[src/rtl/instruction_loader_if.sv]
// Stream, instruction-memory write and core-control signals of the boot loader.
interface instruction_loader_if #(
    parameter int ADDR_W = 8
);
    logic [7:0]        in_data;
    logic              in_valid;
    logic              in_ready;
    logic              im_we;
    logic [ADDR_W-1:0] im_addr;
    logic [15:0]       im_wdata;
    logic              core_rst;
    logic              done;
    logic              err;

    // The loader is the slave of the byte stream and drives memory/core control.
    modport slave (
        input  in_data, in_valid,
        output in_ready, im_we, im_addr, im_wdata, core_rst, done, err
    );

    modport master (
        output in_data, in_valid,
        input  in_ready, im_we, im_addr, im_wdata, core_rst, done, err
    );
endinterface

[src/rtl/instruction_loader.sv]
// Boot loader: byte stream -> big-endian 16-bit words -> instruction memory, then core release.
// Define LOADER_CHECKSUM_EN to require a trailing XOR checksum byte before release.
module instruction_loader #(
    parameter int ADDR_W = 8
) (
    input  logic                clk,
    input  logic                rst,
    instruction_loader_if.slave bus
);
    localparam int               IDX_W    = ADDR_W + 1;
    localparam logic [16:0]      CAPACITY = 17'(1) << ADDR_W;
    localparam logic [IDX_W-1:0] IDX_ONE  = IDX_W'(1);

    typedef enum logic [2:0] {
        ST_CNT_HI,
        ST_CNT_LO,
        ST_DATA_HI,
        ST_DATA_LO,
        ST_DRAIN,
`ifdef LOADER_CHECKSUM_EN
        ST_CHK,
`endif
        ST_RUN,
        ST_ERR
    } state_t;

    state_t            state_q, state_d;
    logic [7:0]        cnt_hi_q;
    logic [7:0]        data_hi_q;
    logic [IDX_W-1:0]  word_cnt_q;
    logic [IDX_W-1:0]  idx_q;
    logic              im_we_q;
    logic [ADDR_W-1:0] im_addr_q;
    logic [15:0]       im_wdata_q;
    logic              done_q;
    logic              err_q;

    logic              ready_c;
    logic              in_ready;
    logic              accept;
    logic [15:0]       count_in;
    logic              count_too_big;
    logic              count_zero;
    logic              last_word;

`ifdef LOADER_CHECKSUM_EN
    logic [7:0]        chk_q;
`endif

    assign in_ready      = ready_c & ~rst;
    assign accept        = bus.in_valid & in_ready;
    assign count_in      = {cnt_hi_q, bus.in_data};
    assign count_too_big = {1'b0, count_in} > CAPACITY;
    assign count_zero    = (count_in == 16'd0);
    assign last_word     = (idx_q + IDX_ONE) == word_cnt_q;

    always_ff @(posedge clk) begin
        // NOTE: clocked state uses non-blocking assignments so every register samples pre-edge values.
        if (rst) state_q <= ST_CNT_HI;
        else     state_q <= state_d;
    end

    always_comb begin
        // NOTE: defaults first, so no path through the case leaves a signal unassigned (no latch).
        state_d = state_q;
        ready_c = 1'b0;
        unique case (state_q)
            ST_CNT_HI: begin
                ready_c = 1'b1;
                if (accept) state_d = ST_CNT_LO;
            end
            ST_CNT_LO: begin
                ready_c = 1'b1;
                if (accept) begin
                    if (count_too_big) state_d = ST_ERR;
`ifdef LOADER_CHECKSUM_EN
                    else if (count_zero) state_d = ST_CHK;
`else
                    else if (count_zero) state_d = ST_RUN;
`endif
                    else state_d = ST_DATA_HI;
                end
            end
            ST_DATA_HI: begin
                ready_c = 1'b1;
                if (accept) state_d = ST_DATA_LO;
            end
            ST_DATA_LO: begin
                ready_c = 1'b1;
                if (accept) begin
`ifdef LOADER_CHECKSUM_EN
                    state_d = last_word ? ST_CHK : ST_DATA_HI;
`else
                    state_d = last_word ? ST_DRAIN : ST_DATA_HI;
`endif
                end
            end
            // One idle cycle lets the final write land before core_rst can fall.
            ST_DRAIN: state_d = ST_RUN;
`ifdef LOADER_CHECKSUM_EN
            ST_CHK: begin
                ready_c = 1'b1;
                if (accept) state_d = (bus.in_data == chk_q) ? ST_RUN : ST_ERR;
            end
`endif
            ST_RUN:  state_d = ST_RUN;
            ST_ERR:  state_d = ST_ERR;
            default: state_d = ST_CNT_HI;
        endcase
    end

    // Datapath registers are reset because the memory port and status outputs have defined reset values.
    always_ff @(posedge clk) begin
        if (rst) begin
            cnt_hi_q   <= 8'h00;
            data_hi_q  <= 8'h00;
            word_cnt_q <= '0;
            idx_q      <= '0;
            im_we_q    <= 1'b0;
            im_addr_q  <= '0;
            im_wdata_q <= 16'h0000;
            done_q     <= 1'b0;
            err_q      <= 1'b0;
        end else begin
            im_we_q <= 1'b0;
            done_q  <= (state_q == ST_RUN);
            err_q   <= (state_q == ST_ERR);
            if (accept) begin
                unique case (state_q)
                    ST_CNT_HI:  cnt_hi_q   <= bus.in_data;
                    ST_CNT_LO:  word_cnt_q <= count_in[IDX_W-1:0];
                    ST_DATA_HI: data_hi_q  <= bus.in_data;
                    ST_DATA_LO: begin
                        im_we_q    <= 1'b1;
                        im_addr_q  <= idx_q[ADDR_W-1:0];
                        im_wdata_q <= {data_hi_q, bus.in_data};
                        idx_q      <= idx_q + IDX_ONE;
                    end
                    default: ;
                endcase
            end
        end
    end

`ifdef LOADER_CHECKSUM_EN
    // Running XOR over every byte from COUNT_HI through the last payload byte.
    always_ff @(posedge clk) begin
        if (rst)                             chk_q <= 8'h00;
        else if (accept && state_q != ST_CHK) chk_q <= chk_q ^ bus.in_data;
    end
`endif

    assign bus.in_ready = in_ready;
    assign bus.im_we    = im_we_q;
    assign bus.im_addr  = im_addr_q;
    assign bus.im_wdata = im_wdata_q;
    assign bus.done     = done_q;
    assign bus.err      = err_q;
    assign bus.core_rst = ~done_q;
endmodule

[src/flat_wrapper.sv]
// flat-port wrapper written by rule: the top's interface ports become plain ports
module instruction_loader_flat 
#(
    parameter int ADDR_W = 8
)
  (clk, rst, bus_in_data, bus_in_valid, bus_in_ready, bus_im_we, bus_im_addr, bus_im_wdata, bus_core_rst, bus_done, bus_err);
  instruction_loader_if #(.ADDR_W(ADDR_W)) bus_i ();
  input  logic clk;
  input  logic rst;
  input wire logic [$bits(bus_i.in_data)-1:0] bus_in_data;
  input wire logic [$bits(bus_i.in_valid)-1:0] bus_in_valid;
  output wire logic [$bits(bus_i.in_ready)-1:0] bus_in_ready;
  output wire logic [$bits(bus_i.im_we)-1:0] bus_im_we;
  output wire logic [$bits(bus_i.im_addr)-1:0] bus_im_addr;
  output wire logic [$bits(bus_i.im_wdata)-1:0] bus_im_wdata;
  output wire logic [$bits(bus_i.core_rst)-1:0] bus_core_rst;
  output wire logic [$bits(bus_i.done)-1:0] bus_done;
  output wire logic [$bits(bus_i.err)-1:0] bus_err;
  assign bus_i.in_data = bus_in_data;
  assign bus_i.in_valid = bus_in_valid;
  assign bus_in_ready = bus_i.in_ready;
  assign bus_im_we = bus_i.im_we;
  assign bus_im_addr = bus_i.im_addr;
  assign bus_im_wdata = bus_i.im_wdata;
  assign bus_core_rst = bus_i.core_rst;
  assign bus_done = bus_i.done;
  assign bus_err = bus_i.err;
  instruction_loader #(.ADDR_W(ADDR_W)) u_core (.clk(clk), .rst(rst), .bus(bus_i));
endmodule
[config.mk]
export PLATFORM = sky130hd
export DESIGN_NAME = instruction_loader_flat
export DESIGN_NICKNAME = d
export VERILOG_FILES = /design/src/rtl/instruction_loader_if.sv /design/src/rtl/instruction_loader.sv /design/src/flat_wrapper.sv
export SDC_FILE = /design/constraint.sdc
export NUM_CORES = 1
export LEC_CHECK = 0
export CORE_MARGIN = 2
export CORE_UTILIZATION = 55
export DETAILED_ROUTE_END_ITERATION = 10
export PLACE_DENSITY = 0.81
export SLEW_MARGIN = 0
export SYNTH_ARGS = -nofsm -noshare
export SYNTH_HDL_FRONTEND = slang
export SYNTH_SLANG_ARGS = --single-unit
[constraint.sdc]
create_clock -name clk -period 5 [get_ports clk]
set_clock_uncertainty 0.2 [all_clocks]
set_input_delay 1 -clock clk [delete_from_list [all_inputs] [get_ports clk]]
set_output_delay 1 -clock clk [all_outputs]
set_load 0.02 [all_outputs]
Word level (Yosys, flattened, before mapping)
Cells that the tools add are included.
{"block": "op_classes", "n_addsub": 1, "magnitude_cmp": 1, "n_eq_ne": 11, "muxes": 10, "n_bitwise": 5, "n_reduce_logical": 10}
{"operator": "two-way mux 3 bit", "n": 7}
{"operator": "case mux 3 bit (6 select lines)", "n": 1}
{"operator": "greater-than comparator 16 x 9 -> 1 bit (second input constant)", "n": 1}
{"operator": "logical NOT 16 bit", "n": 1}
{"operator": "adder 9 x 1 -> 9 bit (second input constant)", "n": 1}
{"operator": "equality test 3 bit (second input constant)", "n": 3}
{"operator": "equality test 9 bit", "n": 1}
{"operator": "!= test 2 x 1 -> 1 bit (second input constant)", "n": 4}
{"operator": "AND reduction 2 bit", "n": 4}
{"operator": "equality test 3 x 2 -> 1 bit (second input constant)", "n": 2}
{"operator": "AND reduction 4 bit", "n": 1}
{"operator": "OR reduction 2 bit", "n": 2}
{"operator": "OR reduction 4 bit", "n": 1}
{"operator": "equality test 3 x 1 -> 1 bit (second input constant)", "n": 1}
{"operator": "logical NOT 3 bit", "n": 1}
{"operator": "inverter 1 bit", "n": 3}
{"operator": "bitwise AND 1 bit", "n": 2}
{"operator": "two-way mux 1 bit", "n": 2}
{"block": "totals", "regBits": 64, "in_bits": 11, "out_inout_bits": 29, "wordCells": 48}

Longest topological paths before layout
Gate-level depths: netlist (run 1).
{"block": "depth", "ltp_word": 7, "ltp_mapped": 7, "ltp_nobuf": 6}

Worst setup path before layout (run 1)
OpenSTA, ideal clock, no wires.
{"block": "synth_timing", "path_type": "input to output", "from": "input rst", "to": "output bus_in_ready", "t_arrival_ns": 1.699, "required_time_ns": 3.800, "setup_slack_ns": 2.101, "stages": 3, "n_path_buf": 2, "path_cell_list": "clkbuf_1 > buf_1 > nor2_1"}
{"block": "synth_via", "elab_chain_cells": 2}
{"element": "start: declaration", "line_no": "flat_wrapper.sv:9", "text": "input logic rst;"}
{"element": "inverter 1 bit", "line_no": "instruction_loader.sv:50", "text": "assign in_ready = ready_c & ~rst;"}
{"element": "bitwise AND 1 bit", "line_no": "instruction_loader.sv:50"}
{"element": "end: declaration", "line_no": "flat_wrapper.sv:12", "text": "output wire logic [$bits(bus_i.in_ready)-1:0] bus_in_ready;"}
Every way passes these cells.

Worst setup path after layout (run 1)
Same ends and word-level chain as after synthesis.

==> metrics.md, run 1 <==
| Metric | Value |
|---|---|
| Status | `finished clean` |
| Worst-margin pin slew | `between 1 and 1.5 ns` |
| Initial Util | `a little under three fifths` |
| Flops & latches, synth | `64` |
| Slew headroom | `a little over a quarter` |
| Count of input and output buffers | `39` |
| Worst Path Arrival | `~2.4 ns` |
| Worst IR Drop VDD | `280 uV` |
| Fin crit share | `between 70% and 80%` |
| Largest net degree at the start of global routing | `66` |
| Via Count | `about 2.4k` |
| Synth unique cells | `42` |
| Syn Area/Cell | `approximately 8 um2` |
| Final critical-path required period | `between 3 and 4 ns` |
| DRC viols | `0` |
| Main flop type after synthesis | `dfxtp_1` |
| Full die area | `between 5000 and 6000 um2` |
| Gr usage total | `a little under a quarter` |
| Fmax | `~270 MHz` |
| Post-CTS sizing | `0` |
| WS Path Type | `in -> out` |
| CP max stage cell | `buf_2` |
| Overall Power | `1.04 mW` |
| P_leak | `between 1 and 1.5 nW` |
| Area Overhead vs Synth | `20.3%` |
| Clock Sinks | `64` |
| Ys async rst share | `0%` |
| Register area share after synthesis | `between 40% and 50%` |
| Max Cap Viol | `0` |
| Power Density | `between 300 and 400 nW/um2` |
| Mapped Area | `between 2000 and 3000 um2` |
| Synth warn | `0` |
| TNS Setup | `0 ns` |
| Wire length per cell | `around 14 um` |
| TritonCTS clock tree | `built` |
| Crit path required time | `roughly 3.8 ns` |
| Gpl congestion | `just under 0.8` |
| Final #Nets | `373` |
| Final-report setup violation count | `0` |
| First-pass GRT wire length | `around 9600 um` |
| Syn nets | `~350` |
| RSZ-0062 raised after global routing | `false` |
| Routed Antenna Nets | `0` |
| Fraction of layout cells with a size suffix above 1 | `~6.6%` |
| Final slew viol count | `0` |
| FP Rows | `25` |
| Via density | `roughly 5.5` |
| Type of origin of the critical path | `input port` |
| Critical path endpoint category | `output port` |
| CORE AREA | `4790 um2` |
| Max Buffers Root-to-Sink | `2` |
| Antenna Cells | `0` |
| Final WL | `about 6000 um` |
| Crit path max fanout | `65` |
| CTS clk-pin slew, worst paths | `0.07 ns` |
| Post-synth EDFFs | `0` |
| Crit-path cells | `buf_2, nor2_1, clkdlybuf4s50_1` |
| TritonCTS Buffers | `9` |
| Io pins | `40` |
| Pre-antenna DRT Iters | `4` |
| Hold Path Class | `reg -> reg` |
| Crit-path max cell delay | `0.80 ns` |
| Die width | `between 70 and 80 um` |
| Post-CTS Setup Inserts | `0` |
| Starting DRC count in detailed routing | `approximately 130` |
| Dpl hpwl | `between 3000 and 4000 um` |
| Most frequent cells in the layout | `nand2_1, dfxtp_1, a21oi_1, clkdlybuf4s50_1, nand3_1` |
| Clock insertion delay at the later pin of the skew report | `between 0.3 and 0.4 ns` |
| Grt total ovfl | `0` |
| H-Tree Depth | `3` |
| Cell count after synthesis | `around 340` |
| Most common cell after layout, fill and taps aside | `nand2_1` |
| Final core occ | `about 70%` |
| Die Ht | `roughly 75 um` |
| Initial antenna violation count | `0` |
| Vias in the first global route | `about 2k` |
| Root buf cell | `clkbuf_8` |
| Hold Vio Cnt, Final | `0` |
| Hold_buf cts | `0` |
## registers in the layout (all words and copies together), names as in the netlist
signal               cells
u_core.word_cnt_q        9
u_core.bus.im_addr       8
u_core.bus.im_we         1
u_core.bus.done          1
u_core.bus.im_wdata     16
u_core.idx_q             9
u_core.bus.err           1
u_core.data_hi_q         8
u_core.cnt_hi_q          8
u_core.state_q           3
## kinds of logic (layout without fill, tap and decap cells)
family	count (synthesis)	in the layout	synth area share (%)
compound gates	71	71	15.4
xor+xnor	16	16	5.37
simple gates	144	144	23.9
flops	64	64	46.6
mux	9	9	3.28
buf+inv	30	61	5.05
fa+ha+maj	1	1	0.455
## final timing paths
| path | from | endpoint | slack (ns) | depth (start not counted) |
|---|---|---|---|---|
| setup / recovery | rst | bus_in_ready | 1.36 | 3 |
| hold / removal | u_core.bus.im_addr[5] | u_core.bus.im_addr[5] | 0.25 | 2 |
| setup reg to reg | u_core.state_q[2] | u_core.state_q[1] | 2.33 | 7 |
| hold reg to reg | u_core.bus.im_addr[5] | u_core.bus.im_addr[5] | 0.25 | 2 |
## per-layer routing
layer / vias up / wire (um) / GRT usage, %
met5: - / 0 / 0
met4: 0 / 83 / 10.5
met3: 9 / 330 / 6.69
met2: 67 / 2900 / 35.6
met1: 1125 / 2660 / 30.2
li1: 1202 / - / -
## synth_stat cells (2+ instances only)
cell	instances	share of area (%)
nor2_1	16	2.2
buf_6	2	0.82
nand3_1	22	4.0
inv_1	4	0.55
o2111ai_1	2	0.64
o32ai_1	3	0.96
or3_1	5	1.1
xnor2_1	9	2.9
nor2b_1	2	0.46
xor2_1	6	1.9
o21ai_0	5	0.91
nor3_1	5	0.91
dfxtp_1	64	47
nor4_1	4	0.91
clkbuf_1	14	1.9
o31ai_1	2	0.55
a21oi_1	47	8.6
nand3b_1	4	1.1
buf_2	9	1.6
nand2_1	78	11
a31oi_1	2	0.46
nor3b_1	2	0.55
mux2i_1	9	3.3
## report_power, final
part           internal, mW  leakage, nW  switching, mW
Clock                 0.243       0.0993          0.196
Sequential            0.519        0.517        0.00984
Combinational        0.0261        0.552         0.0436
Total                 0.788         1.17          0.249
## final cells by class
cell class                 count  area, um2
fill                         393       1480
timing repair buffer          41        400
clock buffer                  11        141
inverter                       4       15.0
tap                           67       83.8
multi-input combinational    241       1330
clock inverter                 5       56.3
sequential                    64       1280
## per-stage QoR
stage	cells	worst slack [ns]	instance area (um2)	hold slack (ns)
after floorplan	335	2.10	2750	0.232
after global placement	417	1.24	3110	0.238
after detailed placement	417	1.14	3110	0.247
after CTS	433	1.33	3310	0.256
after global routing	433	1.18	3310	0.268
final	433	1.36	3310	0.254
## worst max-delay path: cells and delay by family
kind,cells,cell delay [ns]
buffers and inverters,2,1.37
and+or+nand+nor,1,0.07
No activity file was read; power rests on OpenSTA's default activity.
==> run 2, diff against run 1 <==
--- a/config.mk
+++ b/config.mk
@@ -6,9 +6,9 @@
 export NUM_CORES = 1
 export LEC_CHECK = 0
 export CORE_MARGIN = 2
-export CORE_UTILIZATION = 55
+export CORE_UTILIZATION = 48
 export DETAILED_ROUTE_END_ITERATION = 10
-export PLACE_DENSITY = 0.81
+export PLACE_DENSITY = 0.75
 export SLEW_MARGIN = 0
 export SYNTH_ARGS = -nofsm -noshare
 export SYNTH_HDL_FRONTEND = slang
==> constraint.sdc (replaced) <==
create_clock -name clk -period 3.1 [get_ports clk]
set_clock_uncertainty 0.2 [all_clocks]
set_input_delay 0.62 -clock clk [delete_from_list [all_inputs] [get_ports clk]]
set_output_delay 0.62 -clock clk [all_outputs]
set_load 0.02 [all_outputs]
==> metrics.md, run 2 (synthesis results as in run 1) <==
| Metric | Value |
|---|---|
| Hold Path Class | `reg -> reg (unchanged)` |
| Antenna Cells | `0 (unchanged)` |
| Post-CTS Setup Inserts | `0 (unchanged)` |
| Via Count | `2394 (was 2403)` |
| First-pass GRT wire length | `10300 um (was 9600 um)` |
| Gr usage total | `21.3% (was 23.1%)` |
| Met3 Use GR | `8.48% (was 6.69%)` |
| Fmax | `roughly 420 MHz` |
| Crit-path max cell delay | `0.50 ns (was 0.80 ns)` |
| Wire length per cell | `13.6 um (was 13.8 um)` |
| GRT met2 Usage | `33.2% (was 35.6%)` |
| Most frequent cells in the layout | `nand2_1, dfxtp_1, a21oi_1, clkdlybuf4s50_1, nand3_1 (unchanged)` |
| H-Tree Depth | `3 (unchanged)` |
| Largest net degree at the start of global routing | `64 (was 66)` |
| TNS Setup | `0 ns (unchanged)` |
| Most Crowded Layer GR | `met2 (unchanged)` |
| Fraction of layout cells with a size suffix above 1 | `8.06% (was 6.56%)` |
| Max Buffers Root-to-Sink | `2 (unchanged)` |
| Crit path max fanout | `5 (was 65)` |
| Worst IR Drop VDD | `369 uV (was 280 uV)` |
| Root buf cell | `clkbuf_8 (unchanged)` |
| Worst-margin pin slew | `0.644 ns (was 1.11 ns)` |
| TritonCTS Buffers | `9 (unchanged)` |
| Count of input and output buffers | `39 (unchanged)` |
| Full die area | `6350 um2 (was 5580 um2)` |
| Routed Antenna Nets | `0 (unchanged)` |
| Fin crit share | `around 78%` |
| Io pins | `40 (unchanged)` |
| Worst Path Arrival | `2.43 ns (was 2.44 ns)` |
| Crit path required time | `3.13 ns (was 3.80 ns)` |
| CORE AREA | `5510 um2 (was 4790 um2)` |
| Clock Sinks | `64 (unchanged)` |
| Hold_buf cts | `0 (unchanged)` |
| Final slew viol count | `0 (unchanged)` |
| Pre-antenna DRT Iters | `5 (was 4)` |
| Power Density | `500 nW/um2 (was 314 nW/um2)` |
| Final #Nets | `379 (was 373)` |
| Met1 Usage GRT | `26.5% (was 30.2%)` |
| FP Rows | `27 (was 25)` |
| P_leak | `1.20 nW (was 1.17 nW)` |
| Die Ht | `79.7 um (was 74.7 um)` |
| Type of origin of the critical path | `input port (unchanged)` |
| Final critical-path required period | `approximately 2.4 ns` |
| CTS clk-pin slew, worst paths | `0.07 ns (about the same)` |
| Grt total ovfl | `0 (unchanged)` |
| CP max stage cell | `clkdlybuf4s50_1 (was buf_2)` |
| Via density | `5.39 (was 5.55)` |
| Hold Vio Cnt, Final | `0 (unchanged)` |
| Post-CTS sizing | `0 (unchanged)` |
| Max reg flops | `16 (unchanged)` |
| RSZ-0062 raised after global routing | `false (unchanged)` |
| Dpl hpwl | `4090 um (was 3910 um)` |
| Cells after DPL | `428 (was 417)` |
| Die width | `79.7 um (was 74.7 um)` |
| Status | `finished clean (unchanged)` |
| Area Overhead vs Synth | `22.2% (was 20.3%)` |
| Final WL | `6060 um (was 5980 um)` |
| Initial Util | `49.9% (was 57.4%)` |
| Critical path endpoint category | `flip-flop (was output port)` |
| TritonCTS clock tree | `built (unchanged)` |
| Max Cap Viol | `0 (unchanged)` |
| Overall Power | `1.68 mW (was 1.04 mW)` |
| Slew headroom | `57.1% (was 26.2%)` |
| Clock insertion delay at the later pin of the skew report | `0.35 ns (was 0.34 ns)` |
| DRC viols | `0 (unchanged)` |
| Final cell count without fillers | `444 (was 433)` |
| Most common cell after layout, fill and taps aside | `nand2_1 (unchanged)` |
| Initial antenna violation count | `0 (unchanged)` |
| Gpl congestion | `0.776 (was 0.775)` |
| Final-report setup violation count | `0 (unchanged)` |
| Starting DRC count in detailed routing | `143 (was 134)` |
| WS Path Type | `in -> reg (was in -> out)` |
| Crit-path cells | `clkdlybuf4s50_1, nor4_1, nand3b_1, o2111ai_1, a21oi_1, or3_1 (was buf_2, nor2_1, clkdlybuf4s50_1)` |
| Vias in the first global route | `2248 (was 2027)` |
==> run 2: report_power, final <==
group	internal [mW]	switching [mW]
clock network	0.392	0.319
logic	0.0464	0.0705
registers	0.837	0.0151
==> run 2: cell type report <==
class,instances,area (um2)
tap,72,90.1
clock buffer,11,141
fill,521,2150
timing repair buffer,47,445
multi-input combinational,241,1330
sequential,64,1280
clock inverter,5,56.3
inverter,4,15.0
==> run 2: critical path, delay by kind of cell <==
kind,cells,cell delay (ns)
and+or+nand+nor,3,1.00
buffers and inverters,1,0.50
AOI/OAI and AO/OA,2,0.31
==> run 2: path summary, 6_finish.rpt <==
check | from | endpoint | slack [ns] | cells past startpoint
setup reg to reg | u_core.idx_q[0] | u_core.state_q[1] | 0.91 | 6
hold / removal | u_core.bus.im_wdata[8] | u_core.bus.im_wdata[8] | 0.25 | 2
setup / recovery | bus_in_data[4] | u_core.state_q[1] | 0.70 | 6
hold reg to reg | u_core.bus.im_wdata[8] | u_core.bus.im_wdata[8] | 0.25 | 2
==> run 2: per-stage QoR <==
stage | cell area [um2] | hold slack, ns | worst slack, ns | utilization (%)
global placement | 3160 | 0.242 | 0.385 | 57.4
finish | 3360 | 0.253 | 0.696 | 61.0
floorplan | 2750 | 0.232 | 0.961 | -
detailed placement | 3160 | 0.249 | 0.354 | 57.4
global route | 3360 | 0.272 | 0.561 | 61.0
CTS | 3360 | 0.256 | 0.736 | 61.0
==> run 2: routing by layer <==
layer | wire length, um | vias up
met1 | 2750 | 1121
met5 | 0 | -
met2 | 2940 | 54
li1 | - | 1208
met3 | 252 | 11
met4 | 115 | 0
==> patch: new RTL, flow settings as in run 2 <==
Build with the macro `LOADER_CHECKSUM_EN` defined.
--- a/src/rtl/instruction_loader.sv
+++ b/src/rtl/instruction_loader.sv
@@ -2,2 +2,4 @@
 // Define LOADER_CHECKSUM_EN to require a trailing XOR checksum byte before release.
+`define LOADER_CHECKSUM_EN
+
 module instruction_loader #(
Check against the original RTL: not equivalent (a bounded check fails within 4 cycles, from zero or initial values and one cycle with rst high).
==> patch against run 2 <==
  * Total power grew 7.4%
  * Wire length grew 12%
  * Sequential share of layout area grew 0.58 points
  * Synthesized area grew 10%
  * Cell area grew 11%
  * Critical path depth shrank 3
  * Sequential cell count grew 8
  * Hold slack gained 3.1 ps
  * Combinational power grew 38%
  * Setup slack lost 330 ps
  * Global-route usage shrank 0.70 points
==> patch: results (changes against run 2) <==
OUTCOME='complete, no violations'
DETAILROUTE.VIA_COUNT=2569  # +7.3%
CTS_SETUP_BUFFERS=0  # unchanged
LARGEST_REGISTER_FFS=16  # unchanged
LAYOUT-DRIVE-GT1-SHARE=0.0909  # +0.0103
FIRST_GLOBAL_VIAS=2384  # +6.0%
SYNTH_NETS=371  # +6.9%
REG2REG_SETUP_SLACK_PS=900
SYNTH_WARNINGS=0  # unchanged
PLACE_HPWL_UM=4520  # +11%
SYNTH.CELLS.MOST_FREQUENT='sky130_fd_sc_hd__nand2_1 (74), sky130_fd_sc_hd__dfxtp_1 (72), sky130_fd_sc_hd__nor2_1 (39)'
ASYNC_FLOP_SHARE=0  # unchanged
PIN_COUNT_OF_THE_BIGGEST_NET_ENTERING_GLOBAL_ROUTING=57  # -11%
SEQUENTIAL_AREA_SHARE_AFTER_SYNTHESIS=0.476  # +0.00975
PORT-BUFFER-COUNT=39  # unchanged
CLOCK_TREE.BUFFER_DEPTH=2  # unchanged
HOLD_PATH.CLASS='register to register'
INITIAL_UTILIZATION=0.503  # +0.00349
SLEW_HEADROOM=0.612  # +0.0407
DRT_PASS1_ITERATIONS=4  # -1
ANTENNA_FOUND_INITIAL=0  # unchanged
WORST_EP_ARRIVAL_TIME_PS=1910  # -520 ps
CLOCK_TREE.ROOT_CELL='sky130_fd_sc_hd__clkbuf_8'
YOSYS.CELL_TYPES.COUNT=36  # -14%
TRACK_USAGE=0.206  # -0.00701
POSTSYNTH.TOPFLOPCELL='sky130_fd_sc_hd__dfxtp_1'
YS_TOP_CELLS_BY_AREA='sky130_fd_sc_hd__dfxtp_1 (48%), sky130_fd_sc_hd__nand2_1 (9.2%), sky130_fd_sc_hd__xor2_1 (6.9%)'
WORST_SETUP_HOLD_PATH_CLK_SLEW_PS=70  # about the same
CP_MAX_FO=11  # +6
NUM_ANTENNA_CELLS=0  # unchanged
DRT-WIRELENGTH-PER-CELL_UM=14.1  # +3.1%
PARITY_GATE_SHARE_OF_THE_SYNTHESIZED_AREA_COUNTING_XOR_AND_XNOR_CELLS=0.104  # +0.0504
PLACED_AREA_UM2=3540  # +12%
GP_CONGESTION=0.831  # +7.0%
CTS_BUFS_INSERTED=9  # unchanged
NET_COUNT_OF_THE_FINISHED_LAYOUT=414  # +9.2%
GRT_FIRST_PASS_WIRELENGTH_UM=11500  # +11%
LEAKAGEPOWER_nW=1.45  # +21%
SYNTH-COMPOUND-AREA-SHARE=0.0971  # -0.0568
ADDER_CELL_SHARE_OF_THE_SYNTHESIZED_AREA=0.00413  # -0.000421
INITIALDRTVIOLATIONCOUNT=158  # +10%
FINAL.FILL_COUNT=529  # +1.5%
VDD_DROP_MAX_mV=0.291  # -21%
MUXSHAREOFSYNTHAREA=0.0599  # +0.0271
SYNTH_EDF_COUNT=0  # unchanged
## patch: final cells by class
class	instances	area, um2	area share
tap	75	93.8	0.0252
sequential	72	1440	0.387
multi-input combinational	263	1500	0.403
inverter	3	11.3	0.00303
clock buffer	10	138	0.0370
clock inverter	6	45.0	0.0121
timing repair buffer	53	490	0.132
## patch: metrics by stage
| step | cells | utilization | hold WS (ps) | worst slack (ps) |
|---|---|---|---|---|
| floorplan | 359 | - | 231 | 779 |
| CTS | 482 | 0.618 | 256 | 349 |
| global placement | 466 | 0.587 | 238 | 252 |
| finish | 482 | 0.618 | 256 | 365 |
| global route | 482 | 0.618 | 270 | 240 |
| detailed placement | 466 | 0.587 | 245 | 227 |
## patch: cells by family after synthesis
group | Yosys count
xor+xnor | 36
fa+ha+maj | 1
mux | 18
simple gates | 157
flops | 72
compound gates | 51
buf+inv | 24
## patch: final timing paths
check / cells after the start / start / to
max reg2reg: 6 / u_core.idx_q[0] / u_core.state_q[2]
max: 3 / u_core.state_q[0] / bus_in_ready
min reg2reg: 2 / u_core.cnt_hi_q[6] / u_core.cnt_hi_q[6]
min: 2 / u_core.cnt_hi_q[6] / u_core.cnt_hi_q[6]
## patch: worst max-delay path, cell delays in order, from the launching register on
cell and delay [ps]:
sky130_fd_sc_hd__dfxtp_1 540, sky130_fd_sc_hd__nand2b_1 210, sky130_fd_sc_hd__a21oi_1 200, sky130_fd_sc_hd__clkdlybuf4s50_1 620
## patch: power by group
part / switching (mW) / internal [mW] / leakage [nW] / total (mW)
logic: 0.0929 / 0.0687 / 0.773 / 0.162
registers: 0.0221 / 0.947 / 0.583 / 0.969
clock network: 0.359 / 0.315 / 0.0962 / 0.674
total: 0.474 / 1.33 / 1.45 / 1.80
## patch: metal layers
metal  up-vias  part of all wire  GRT usage
met5         -                 0          0
met4         0             0.014      0.101
met3         8             0.038     0.0318
met2        55              0.48      0.334
met1      1222              0.47      0.267
li1       1284                 -          -
